**src/rtl/bcd_display_scanner_if.sv**
```systemverilog
// -----------------------------------------------------------------------------
// bcd_display_scanner_if
//   Bundles the digit-load side and the display-drive side of the 3-digit
//   7-segment scanner.
//
//   Signals
//     load         snapshot strobe (master -> slave)
//     d0, d1, d2   ones / tens / hundreds BCD digits, WIDTH bits (master -> slave)
//     seg          segments {a,b,c,d,e,f,g}, active-high (slave -> master)
//     an           one-hot digit enables, an[0]=ones (slave -> master)
//     err          a snapshot digit is > 9 (slave -> master)
//
//   Modports
//     master  drives the digits and load strobe, observes the display
//     slave   the scanner itself
// -----------------------------------------------------------------------------
interface bcd_display_scanner_if #(
    parameter int WIDTH = 5
);
    logic             load;
    logic [WIDTH-1:0] d0;
    logic [WIDTH-1:0] d1;
    logic [WIDTH-1:0] d2;
    logic [6:0]       seg;
    logic [2:0]       an;
    logic             err;

    modport master (output load, d0, d1, d2, input  seg, an, err);
    modport slave  (input  load, d0, d1, d2, output seg, an, err);
endinterface

```
**src/rtl/bcd_display_scanner.sv**
```systemverilog
// -----------------------------------------------------------------------------
// bcd_display_scanner
//   Time-multiplexed driver for a 3-digit common-segment 7-segment display.
//   The three digits are snapshotted on bus.load and scanned round-robin
//   (ones, tens, hundreds), one slot of PRESCALE clocks each. The first
//   BLANK_CYCLES of every slot keep all enables low so the previous digit's
//   segments never bleed into the next digit.
//
//   Ports
//     clk    rising-edge clock
//     reset  asynchronous, active-high
//     bus    bcd_display_scanner_if.slave (load, d0..d2 in; seg, an, err out)
//
//   Parameters
//     WIDTH         digit input width
//     PRESCALE      clocks per digit slot (>= 2)
//     BLANK_CYCLES  blanked clocks at the start of each slot (< PRESCALE)
//
//   Configuration macro
//     LEADING_ZERO_BLANK_EN  when defined, a zero hundreds digit is blanked, and
//                            the tens digit too when both it and hundreds are
//                            zero. The ones digit is always shown; enable
//                            timing is unaffected.
//
//   Latency: load -> seg/err is 2 clocks (snapshot, then output register).
// -----------------------------------------------------------------------------
module bcd_display_scanner #(
    parameter int WIDTH        = 5,
    parameter int PRESCALE     = 50000,
    parameter int BLANK_CYCLES = 1
) (
    input  logic                       clk,
    input  logic                       reset,
    bcd_display_scanner_if.slave       bus
);

    localparam int PW = (PRESCALE > 2) ? $clog2(PRESCALE) : 1;

    typedef enum logic [1:0] {
        SCAN0 = 2'd0,   // ones
        SCAN1 = 2'd1,   // tens
        SCAN2 = 2'd2    // hundreds
    } state_t;

    state_t           state;
    logic [PW-1:0]    prescaler;
    logic [WIDTH-1:0] snap0;
    logic [WIDTH-1:0] snap1;
    logic [WIDTH-1:0] snap2;

    logic             tick;
    logic [WIDTH-1:0] cur_digit;
    logic [6:0]       seg_next;
    logic [2:0]       an_next;
    logic             err_next;

    // Seven-segment encoding {a..g}; anything outside 0..9 shows a dash.
    function automatic logic [6:0] enc(input logic [WIDTH-1:0] v);
        logic [31:0] vv;
        vv = 32'(v);
        case (vv)
            32'd0:   enc = 7'b1111110;
            32'd1:   enc = 7'b0110000;
            32'd2:   enc = 7'b1101101;
            32'd3:   enc = 7'b1111001;
            32'd4:   enc = 7'b0110011;
            32'd5:   enc = 7'b1011011;
            32'd6:   enc = 7'b1011111;
            32'd7:   enc = 7'b1110000;
            32'd8:   enc = 7'b1111111;
            32'd9:   enc = 7'b1111011;
            default: enc = 7'b0000001;
        endcase
    endfunction

    function automatic logic over9(input logic [WIDTH-1:0] v);
        over9 = (32'(v) > 32'd9);
    endfunction

    assign tick = (prescaler == PW'(PRESCALE - 1));

    // NOTE: every variable assigned here gets a default first, so no path
    // through the block leaves it unassigned and no latch is inferred.
    always_comb begin
        cur_digit = snap0;
        an_next   = 3'b000;
        seg_next  = 7'b0000000;
        err_next  = over9(snap0) | over9(snap1) | over9(snap2);

        case (state)
            SCAN0:   begin cur_digit = snap0; an_next = 3'b001; end
            SCAN1:   begin cur_digit = snap1; an_next = 3'b010; end
            SCAN2:   begin cur_digit = snap2; an_next = 3'b100; end
            default: begin cur_digit = snap0; an_next = 3'b000; end
        endcase

        // Blank the enables for the opening cycles of each slot.
        if (prescaler < PW'(BLANK_CYCLES)) begin
            an_next = 3'b000;
        end

        seg_next = enc(cur_digit);
`ifdef LEADING_ZERO_BLANK_EN
        if (state == SCAN2 && snap2 == '0) begin
            seg_next = 7'b0000000;
        end
        if (state == SCAN1 && snap2 == '0 && snap1 == '0) begin
            seg_next = 7'b0000000;
        end
`else
        // Leading zeros are encoded like any other digit.
`endif
    end

    // NOTE: sequential state uses non-blocking assignments so every register
    // samples the pre-edge values, independent of statement order.
    always_ff @(posedge clk or posedge reset) begin
        if (reset) begin
            state     <= SCAN0;
            prescaler <= '0;
            snap0     <= '0;
            snap1     <= '0;
            snap2     <= '0;
            bus.seg   <= 7'b0000000;
            bus.an    <= 3'b000;
            bus.err   <= 1'b0;
        end else begin
            if (bus.load) begin
                snap0 <= bus.d0;
                snap1 <= bus.d1;
                snap2 <= bus.d2;
            end

            if (tick) begin
                prescaler <= '0;
                case (state)
                    SCAN0:   state <= SCAN1;
                    SCAN1:   state <= SCAN2;
                    default: state <= SCAN0;
                endcase
            end else begin
                prescaler <= prescaler + PW'(1);
            end

            // Outputs are registered from the current state/prescaler/snapshots.
            bus.seg <= seg_next;
            bus.an  <= an_next;
            bus.err <= err_next;
        end
    end

endmodule

```
**src/flat_wrapper.sv**
```systemverilog
// flat-port wrapper written by rule: the top's interface ports become plain ports
module bcd_display_scanner_flat 
#(
    parameter int WIDTH        = 5,
    parameter int PRESCALE     = 50000,
    parameter int BLANK_CYCLES = 1
)
  (clk, reset, bus_load, bus_d0, bus_d1, bus_d2, bus_seg, bus_an, bus_err);
  bcd_display_scanner_if #(.WIDTH(WIDTH)) bus_i ();
  input  logic clk;
  input  logic reset;
  input wire logic [$bits(bus_i.load)-1:0] bus_load;
  input wire logic [$bits(bus_i.d0)-1:0] bus_d0;
  input wire logic [$bits(bus_i.d1)-1:0] bus_d1;
  input wire logic [$bits(bus_i.d2)-1:0] bus_d2;
  output wire logic [$bits(bus_i.seg)-1:0] bus_seg;
  output wire logic [$bits(bus_i.an)-1:0] bus_an;
  output wire logic [$bits(bus_i.err)-1:0] bus_err;
  assign bus_i.load = bus_load;
  assign bus_i.d0 = bus_d0;
  assign bus_i.d1 = bus_d1;
  assign bus_i.d2 = bus_d2;
  assign bus_seg = bus_i.seg;
  assign bus_an = bus_i.an;
  assign bus_err = bus_i.err;
  bcd_display_scanner #(.WIDTH(WIDTH), .PRESCALE(PRESCALE), .BLANK_CYCLES(BLANK_CYCLES)) u_core (.clk(clk), .reset(reset), .bus(bus_i));
endmodule
```
**config.mk**
```make
export PLATFORM = sky130hd
export DESIGN_NAME = bcd_display_scanner_flat
export DESIGN_NICKNAME = d
export VERILOG_FILES = /design/src/rtl/bcd_display_scanner_if.sv /design/src/rtl/bcd_display_scanner.sv /design/src/flat_wrapper.sv
export SDC_FILE = /design/constraint.sdc
export NUM_CORES = 1
export LEC_CHECK = 0
export CAP_MARGIN = 20
export CORE_AREA = 2 2 70 65
export DETAILED_ROUTE_END_ITERATION = 16
export DIE_AREA = 0 0 72 67
export HOLD_SLACK_MARGIN = 0.03
export PLACE_DENSITY = 0.77
export SYNTH_ARGS = -nofsm -noshare
export SYNTH_HDL_FRONTEND = slang
export SYNTH_SLANG_ARGS = --single-unit
```
**constraint.sdc**
```tcl
create_clock -name clk -period 2.74 [get_ports clk]
set_input_delay 0.548 -clock clk [delete_from_list [all_inputs] [get_ports clk]]
set_output_delay 0.548 -clock clk [all_outputs]
set_load 0.02 [all_outputs]
```
After elaboration in Yosys (flattened, before gate mapping)
Memory sizes are Yosys's and may differ from the RTL's.
Cells that the tools add are included.

word-level totals
  bits in latches = 0
  ROM bits = 112
  input bits = 18
  output and inout port bits = 11
  RAM bits = 0
  register bits after elaboration = 44
  memories = 1

memories
  name             words  bits a word  rd ports  clocked after Yosys merged registers in  wr ports  line                       RTL
  (no name shown)  16     7            1         0                                        0         bcd_display_scanner.sv:61  case (vv)

cells by class
  divide/modulo/power cells = 0
  add/sub/neg operators = 1
  reduce and logical (&&, ||, !) cells = 1
  order comparisons = 4
  bitwise logic cells = 2
  shift operators = 0
  equal/unequal tests = 3
  muxes and demuxes = 6
  multipliers = 0

operators with widths
  kind                                                                   count
  16-bit by 1-bit adder with 16-bit output, second input constant        1
  16-bit == test, second input constant                                  1
  16-bit by 1-bit < comparator with 1-bit output, second input constant  1
  16-bit two-way mux                                                     1
  5-bit by 4-bit > comparator with 1-bit output, second input constant   3
  5-bit one-hot mux with 2 select lines                                  1
  3-bit one-hot mux with 3 select lines                                  1
  7-bit two-way mux                                                      1
  2-bit one-hot mux with 2 select lines                                  1
  3-bit two-way mux                                                      1
  2-bit by 1-bit == test with 1-bit output, second input constant        1
  2-bit == test, second input constant                                   1
  2-bit logical NOT                                                      1
  1-bit OR                                                               2

Depth between registers and ports, before layout
Gate-level depths: netlist of the first run.
An unclocked memory read counts as a cell.

  depth after elaboration = 4
  gate-level depth with buffers = 10
  depth with buffers taken out = 9

Least setup slack after synthesis of the first run
Ideal clock, no wire load.

  path type = reg2reg
  start = register u_core.state[0]
  end = register u_core.bus.seg[3]
  buffers on the path = 1
  data arrival time = 2.053 ns
  data required time = 2.657 ns
  cell stages (with the launch flop) = 10
  setup slack = 0.604 ns
  cell sequence = dfrtp_1 inv_1 ha_1 buf_1 nor2_1 a21oi_1 inv_1 ha_1 mux2_2 o21ai_0

between the ends
  word-level cells in the longest chain between the ends = 4
  elaborated cells on any way between the ends = 5
  those cells by class = 2 x eq/ne; 2 x mux; 1 x memory

RTL lines
  element                                                                    line                          RTL
  start: declaration                                                         bcd_display_scanner.sv:45     state_t state;
  start signal: assignment                                                   bcd_display_scanner.sv:119    state <= SCAN0;
  start signal: assignment                                                   bcd_display_scanner.sv:137    SCAN0: state <= SCAN1;
  start signal: assignment                                                   bcd_display_scanner.sv:138    SCAN1: state <= SCAN2;
  2-bit == test or 2-bit by 1-bit == test with 1-bit output (tied branches)  bcd_display_scanner.sv:90     case (state)
  5-bit one-hot mux with 2 select lines *                                    bcd_display_scanner.sv:90
  memory read 16 x 7 bit                                                     n/a
  7-bit two-way mux *                                                        bcd_display_scanner.sv:61
  named net u_core.seg_next[3]                                               bcd_display_scanner.sv:53     logic [6:0] seg_next;
  end signal: assignment                                                     bcd_display_scanner.sv:146    bus.seg <= seg_next;
  end: declaration                                                           bcd_display_scanner_if.sv:29  modport slave (input load, d0, d1, d2, output seg, an, err);

The timed path passes the listed nets; every way through them passes the cells marked *.
A chain may end at the register's enable or synchronous reset.

Worst setup path in the final report of the first run
Ends and elaborated chain as after synthesis.

==> results of run 1 <==
registers in the layout, indices dropped and copies added, names as in the netlist:
register / cells
u_core.bus.an: 3
u_core.snap2: 5
u_core.bus.seg: 7
u_core.snap0: 5
u_core.snap1: 5
u_core.state: 2
u_core.bus.err: 1
u_core.prescaler: 16
path summary, 6_finish.rpt:
kind | endpoint | slack, ns | cells after the start
setup / recovery | u_core.bus.seg[3] | 0.47 | 8
hold / removal | u_core.prescaler[10] | 0.52 | 1
setup reg to reg | u_core.bus.seg[3] | 0.47 | 8
hold reg to reg | u_core.prescaler[10] | 0.52 | 1
max in group asynchronous | u_core.snap2[0] | 1.68 | 3
min in group asynchronous | u_core.bus.seg[2] | 0.69 | 3
cells in the mapped netlist (2+ instances only):
| cell | instances | area share, % |
|---|---|---|
| o21ai_0 | 13 | 3.0 |
| clkbuf_1 | 3 | 0.52 |
| and2_1 | 3 | 0.87 |
| and4_1 | 2 | 0.82 |
| inv_1 | 11 | 1.9 |
| nor3_1 | 3 | 0.70 |
| xor2_1 | 6 | 2.4 |
| nor4_1 | 3 | 0.87 |
| nor2_1 | 14 | 2.4 |
| a21oi_1 | 8 | 1.9 |
| xnor2_1 | 5 | 2.0 |
| a22oi_1 | 4 | 1.4 |
| dfrtp_1 | 44 | 51 |
| nand4_1 | 7 | 2.0 |
| a21o_1 | 3 | 1.0 |
| nand3_1 | 6 | 1.4 |
| mux2_2 | 19 | 10 |
| ha_1 | 12 | 7.0 |
| nand2_1 | 7 | 1.2 |
power by group through the flow:
stage | Combinational (mW) | Sequential [mW] | Clock (mW)
after floorplan | 0.0840 | 0.732 | 0
after global placement | 0.168 | 0.719 | 0
after detailed placement | 0.173 | 0.721 | 0
after CTS | 0.174 | 0.708 | 0.532
after global routing | 0.189 | 0.712 | 0.563
final | 0.171 | 0.707 | 0.524
layout make-up:
| class | count | share of cell area [%] |
|---|---|---|
| timing repair buffer | 29 | 11.11 |
| inverter | 11 | 1.593 |
| clock buffer | 6 | 3.187 |
| sequential | 44 | 42.49 |
| multi-input combinational | 131 | 37.81 |
| clock inverter | 2 | 1.497 |
| tap | 48 | 2.318 |
through the flow:
step,instances,setup slack (ns)
floorplan,192,0.6043
global placement,263,0.6227
detailed placement,263,0.5232
CTS,271,0.4972
global route,271,0.2310
finish,271,0.4655
layer usage:
metal  share of wire, %  GRT usage (%)  up-vias  wire [um]
met5                  0              0        -          0
met4                1.6          6.368        0         65
met3                4.7          5.446        8        185
met2                 45          27.43       45       1799
met1                 48          25.32      750       1905
li1                   -              -      736          -
cells by family after synthesis:
kind of cell | count (synthesis)
buffers and inverters | 17
AO/OA/AOI/OAI | 34
AND/OR/NAND/NOR | 54
XOR/XNOR | 11
multiplexers | 20
flip-flops | 44
adder cells (fa/ha/maj) | 12
worst register-to-register path, delay by kind of cell, from the launching register on:
family / cells / cell delay (ns)
DFF: 1 / 0.40
buffers and inverters: 2 / 0.28
and+or+nand+nor: 1 / 0.09
AOI/OAI and AO/OA: 2 / 0.43
adders and majority gates: 2 / 0.74
muxes: 1 / 0.26
==> results.cfg, run 1 <==
[power_and_ir_drop]
power.total_mw = 1.403
clkPwrFrac_pct = 37.4
p_leak_nw = 1.128
ir_drop_mv = 0.3606
combPwrFrac_pct = 12.2
p_per_area_nw_per_um2 = 541.3
p_sw_share_pct = 23.59
power_switching_mw = 0.3309
p_seq_share_pct = 50.4
internal_power_mw = 1.072

[layout]
final_area_um2 = 2591
regArea_um2 = 1101
fillers = 328
final_cell_mix = dfrtp_1 (44), clkdlybuf4s50_1 (28), mux2_2 (19)
final_layout_size_suffix_gt1_share_pct = 14.35
n_antenna_cell = 0
fin_util_pct = 64.04
area_growth_pct = 20.69
multiInputGateArea_um2 = 979.7
num-nets-final = 252
layout_commonest_cell = dfrtp_1

[floorplan]
die_w_um = 72
design.die.area_um2 = 4824
io_pins = 29
initial_core_util_pct = 53.06
rows = 22
die_height_um = 67
coreArea_um2 = 4046

[sta]
maxSlewHeadroom_pct = 55.62
final-hold-violation-count = 0
fmaxAchievable_mhz = 439.7
fin_skew_ns = 0.007767
fin_tns_setup_ns = 0
fin_crit_ns = 2.274
drv_slew = 0
worst_slew_pin_slew_ns = 0.6637
setup_viol = 0
fin_hold_ws_ns = 0.5238
rsz0062_at_grt = no
fin_crit_sh_pct = 83.01

[place]
dp_hpwl_mm = 2.821
place.gp.congestion = 0.8076
dpl_cell_area_um2 = 2470
port_buffers = 28

[logic_synthesis]
synth_top_family_by_area = simple AND/OR/NAND/NOR gates
synth_cell_types = 38
synth_enable_flop_cells = 0
synth-compound-area-share_pct = 9.557
syn_inst = 192
ys_seq_area_share_pct = 51.28
synth.area.mux_share_pct = 10.43
ys_dominant_reg_cell = dfrtp_1
synth_fp_nets = 222
syn_area_um2 = 2147
synth_xor_area_share_pct = 4.487
synth-async-reset-ratio_pct = 100.0
synth.avg_cell_area_um2 = 11.18
synthSimpleGateAreaFrac_pct = 14.16
yosysWarnings = 0
synthAdderAreaFrac_pct = 6.993
ys_ff_latch = 44

[worst_setup_path]
crit_path_end_kind = flip-flop
reg2reg_from = u_core.state[0]
required_ns = 2.97
slowest_delay_ns = 0.52
critPathBufInv = 2
critPathTopFamily = adder cells
critical_path.slowest_cell = ha_1
path_cells = inv_1, ha_1, nor2_1, a21oi_1, inv_1, ha_1, mux2_2, o21ai_0
start_kind = flip-flop
crit_start = u_core.state[0]
crit_fanout = 13
arrival_ns = 2.50
path_class = reg2reg

[global_routing]
grt.overflow.total = 0
antenna_found_initial = 0
grt_pass1_wl_mm = 6.679
grt_max_degree = 45
grt_pass1_vias = 1432
track_usage_pct = 18.33

[clocking]
cts.sinks = 44
root_buffer = clkbuf_8
clock_latency_ns = 0.30
ctsResizeCount = 0
clkTransAtPathRegs_ns = 0.09
h-tree-depth = 2
cts_buffer_depth = 2
cts_tree = done
numCtsBuffers = 5
postCtsSetupBuffers = 0
holdBufCountCts = 0

[run_status]
status = finished, final reports clean

[route]
vias = 1539
drtPass1Iterations = 6
postRouteAntennaNets = 0
drc = 0
wirelength_mm = 3.956
drt_iter0_markers = 136
routedWlPerCell_um = 14.60
via_per_inst = 5.679

[flow_run]
cap_violations = 0

[min_path]
hold_path_class = reg2reg
holdCritStartpoint = u_core.prescaler[10]
Note: power is estimated with default switching activity, not from simulation.
==> run 2: changes to the inputs <==
==> constraint.sdc (replaced) <==
create_clock -name clk -period 2.3 [get_ports clk]
set_input_delay 0.46 -clock clk [delete_from_list [all_inputs] [get_ports clk]]
set_output_delay 0.46 -clock clk [all_outputs]
set_load 0.02 [all_outputs]
==> results.cfg, run 2 (same netlist as run 1, synthesis figures left out) <==
[place]
dp_slack_ns = 0.1483
placed_cells = 266
place.gp.congestion = 0.8241
dpl_cell_area_um2 = 2492
dp_hpwl_mm = 2.893
port_buffers = 28

[route]
drtPass1Iterations = 4
drt_iter0_markers = 175
routedWlPerCell_um = 14.35
postRouteAntennaNets = 0
vias = 1525
drc = 0
wirelength_mm = 3.933
via_per_inst = 5.566

[clocking]
clock_latency_ns = 0.30
root_buffer = clkbuf_8
cts.sinks = 44
cts_tree = done
holdBufCountCts = 0
clkTransAtPathRegs_ns = 0.09
postCtsSetupBuffers = 0
ctsResizeCount = 0
cts_buffer_depth = 2
numCtsBuffers = 5
h-tree-depth = 2

[layout]
final_layout_size_suffix_gt1_share_pct = 16.37
final_area_um2 = 2608
final_cell_mix = dfrtp_1 (44), clkdlybuf4s50_1 (28), mux2_2 (19)
num-nets-final = 255
largest_registers = u_core.prescaler x16, u_core.bus.seg x7
layout.cells.non_filler = 274
layout_commonest_cell = dfrtp_1
top_register = u_core.prescaler
n_antenna_cell = 0
fin_util_pct = 64.44
largest_register_ffs = 16
area_growth_pct = 21.45

[global_routing]
track_usage_pct = 18.93
grt_pass1_wl_mm = 6.858
antenna_found_initial = 0
grt_max_degree = 45
grt_busiest_layer = met2
globalRouteMet2Util_pct = 27.78
grt_pass1_vias = 1417
met3_usage_pct = 5.144
grt.overflow.total = 0
use_met1_pct = 27.08

[worst_setup_path]
crit_path_end_kind = flip-flop
crit_start = u_core.state[0]
critical_path.slowest_cell = dfrtp_1
path_cells = inv_1, ha_1, a22oi_1, a21o_1, inv_1, ha_1, a211oi_1, a21oi_1, o21ai_0
start_kind = flip-flop
reg2reg_from = u_core.state[0]
required_ns = 2.52
r2r_cells = 9
r2r-end = u_core.bus.seg[1]
path_class = reg2reg
regToRegSetupSlack_ns = 0.21
slowest_delay_ns = 0.40
arrival_ns = 2.31
crit_fanout = 7

[floorplan]
io_pins = 29
rows = 22
initial_core_util_pct = 53.06
design.die.area_um2 = 4824
coreArea_um2 = 4046
die_w_um = 72
die_height_um = 67

[power_and_ir_drop]
p_seq_share_pct = 51.7
combPwrFrac_pct = 12.7
p_leak_nw = 1.135
p_per_area_nw_per_um2 = 626.2
ir_drop_mv = 0.3858
power.total_mw = 1.633
power_switching_mw = 0.3865
clkPwrFrac_pct = 35.5
internal_power_mw = 1.246
p_sw_share_pct = 23.67

[min_path]
hold_path_class = reg2reg
holdCritStartpoint = u_core.prescaler[10]
worstHoldPathCells = 1
hold_end = u_core.prescaler[10]

[sta]
fmaxAchievable_mhz = 477.6
setup_slack_ns = 0.2064
setup_viol = 0
rsz0062_at_grt = yes
fin_hold_ws_ns = 0.5181
fin_crit_ns = 2.094
fin_skew_ns = 0.01063
drv_slew = 0
worst_slew_pin_slew_ns = 0.5411
fin_crit_sh_pct = 91.03
fin_tns_setup_ns = 0
final-hold-violation-count = 0
maxSlewHeadroom_pct = 63.93

[run_status]
status = finished, final reports clean

[flow_run]
cap_violations = 0
## run 2: power by group through the flow
stage                     sequential [mW]  clock [mW]  combinational, mW
after floorplan                     0.873           0              0.100
after CTS                           0.845       0.596              0.209
after detailed placement            0.860           0              0.207
after global routing                0.850       0.635              0.230
after global placement              0.859           0              0.203
final                               0.845       0.580              0.208
## run 2: worst max path at each step
| stage | to | slack (ns) | depth (start not counted) |
|---|---|---|---|
| 2_1_floorplan | u_core.bus.seg[3] | 0.16 | 9 |
| 3_3_place_gp | u_core.bus.seg[3] | 0.26 | 8 |
| 3_5_place_dp | u_core.bus.seg[6] | 0.15 | 8 |
| 4_1_cts | u_core.bus.seg[6] | 0.11 | 8 |
| 5_1_grt | u_core.bus.seg[1] | -0.01 | 9 |
| 6_report | u_core.bus.seg[1] | 0.21 | 9 |
## run 2: final cells by class
type / instances / area, um2
clock buffer: 6 / 72.57
inverter: 11 / 41.29
timing repair buffer: 32 / 310.3
multi-input combinational: 131 / 987.2
sequential: 44 / 1101
clock inverter: 2 / 35.03
fill: 336 / 1439
tap: 48 / 60.06
## run 2: routing by layer
metal  up-vias  routed length (um)
met5         -                   0
met4         0                  55
met3         6                 216
met2        47                1707
met1       730                1952
li1        742                   -
## run 2: worst max-delay path: cells and delay by family (launching register included)
family                     cells  cell delay [ns]
AOI/OAI and AO/OA              5             0.93
adders and majority gates      2             0.49
DFF                            1             0.40
buffers and inverters          2             0.19
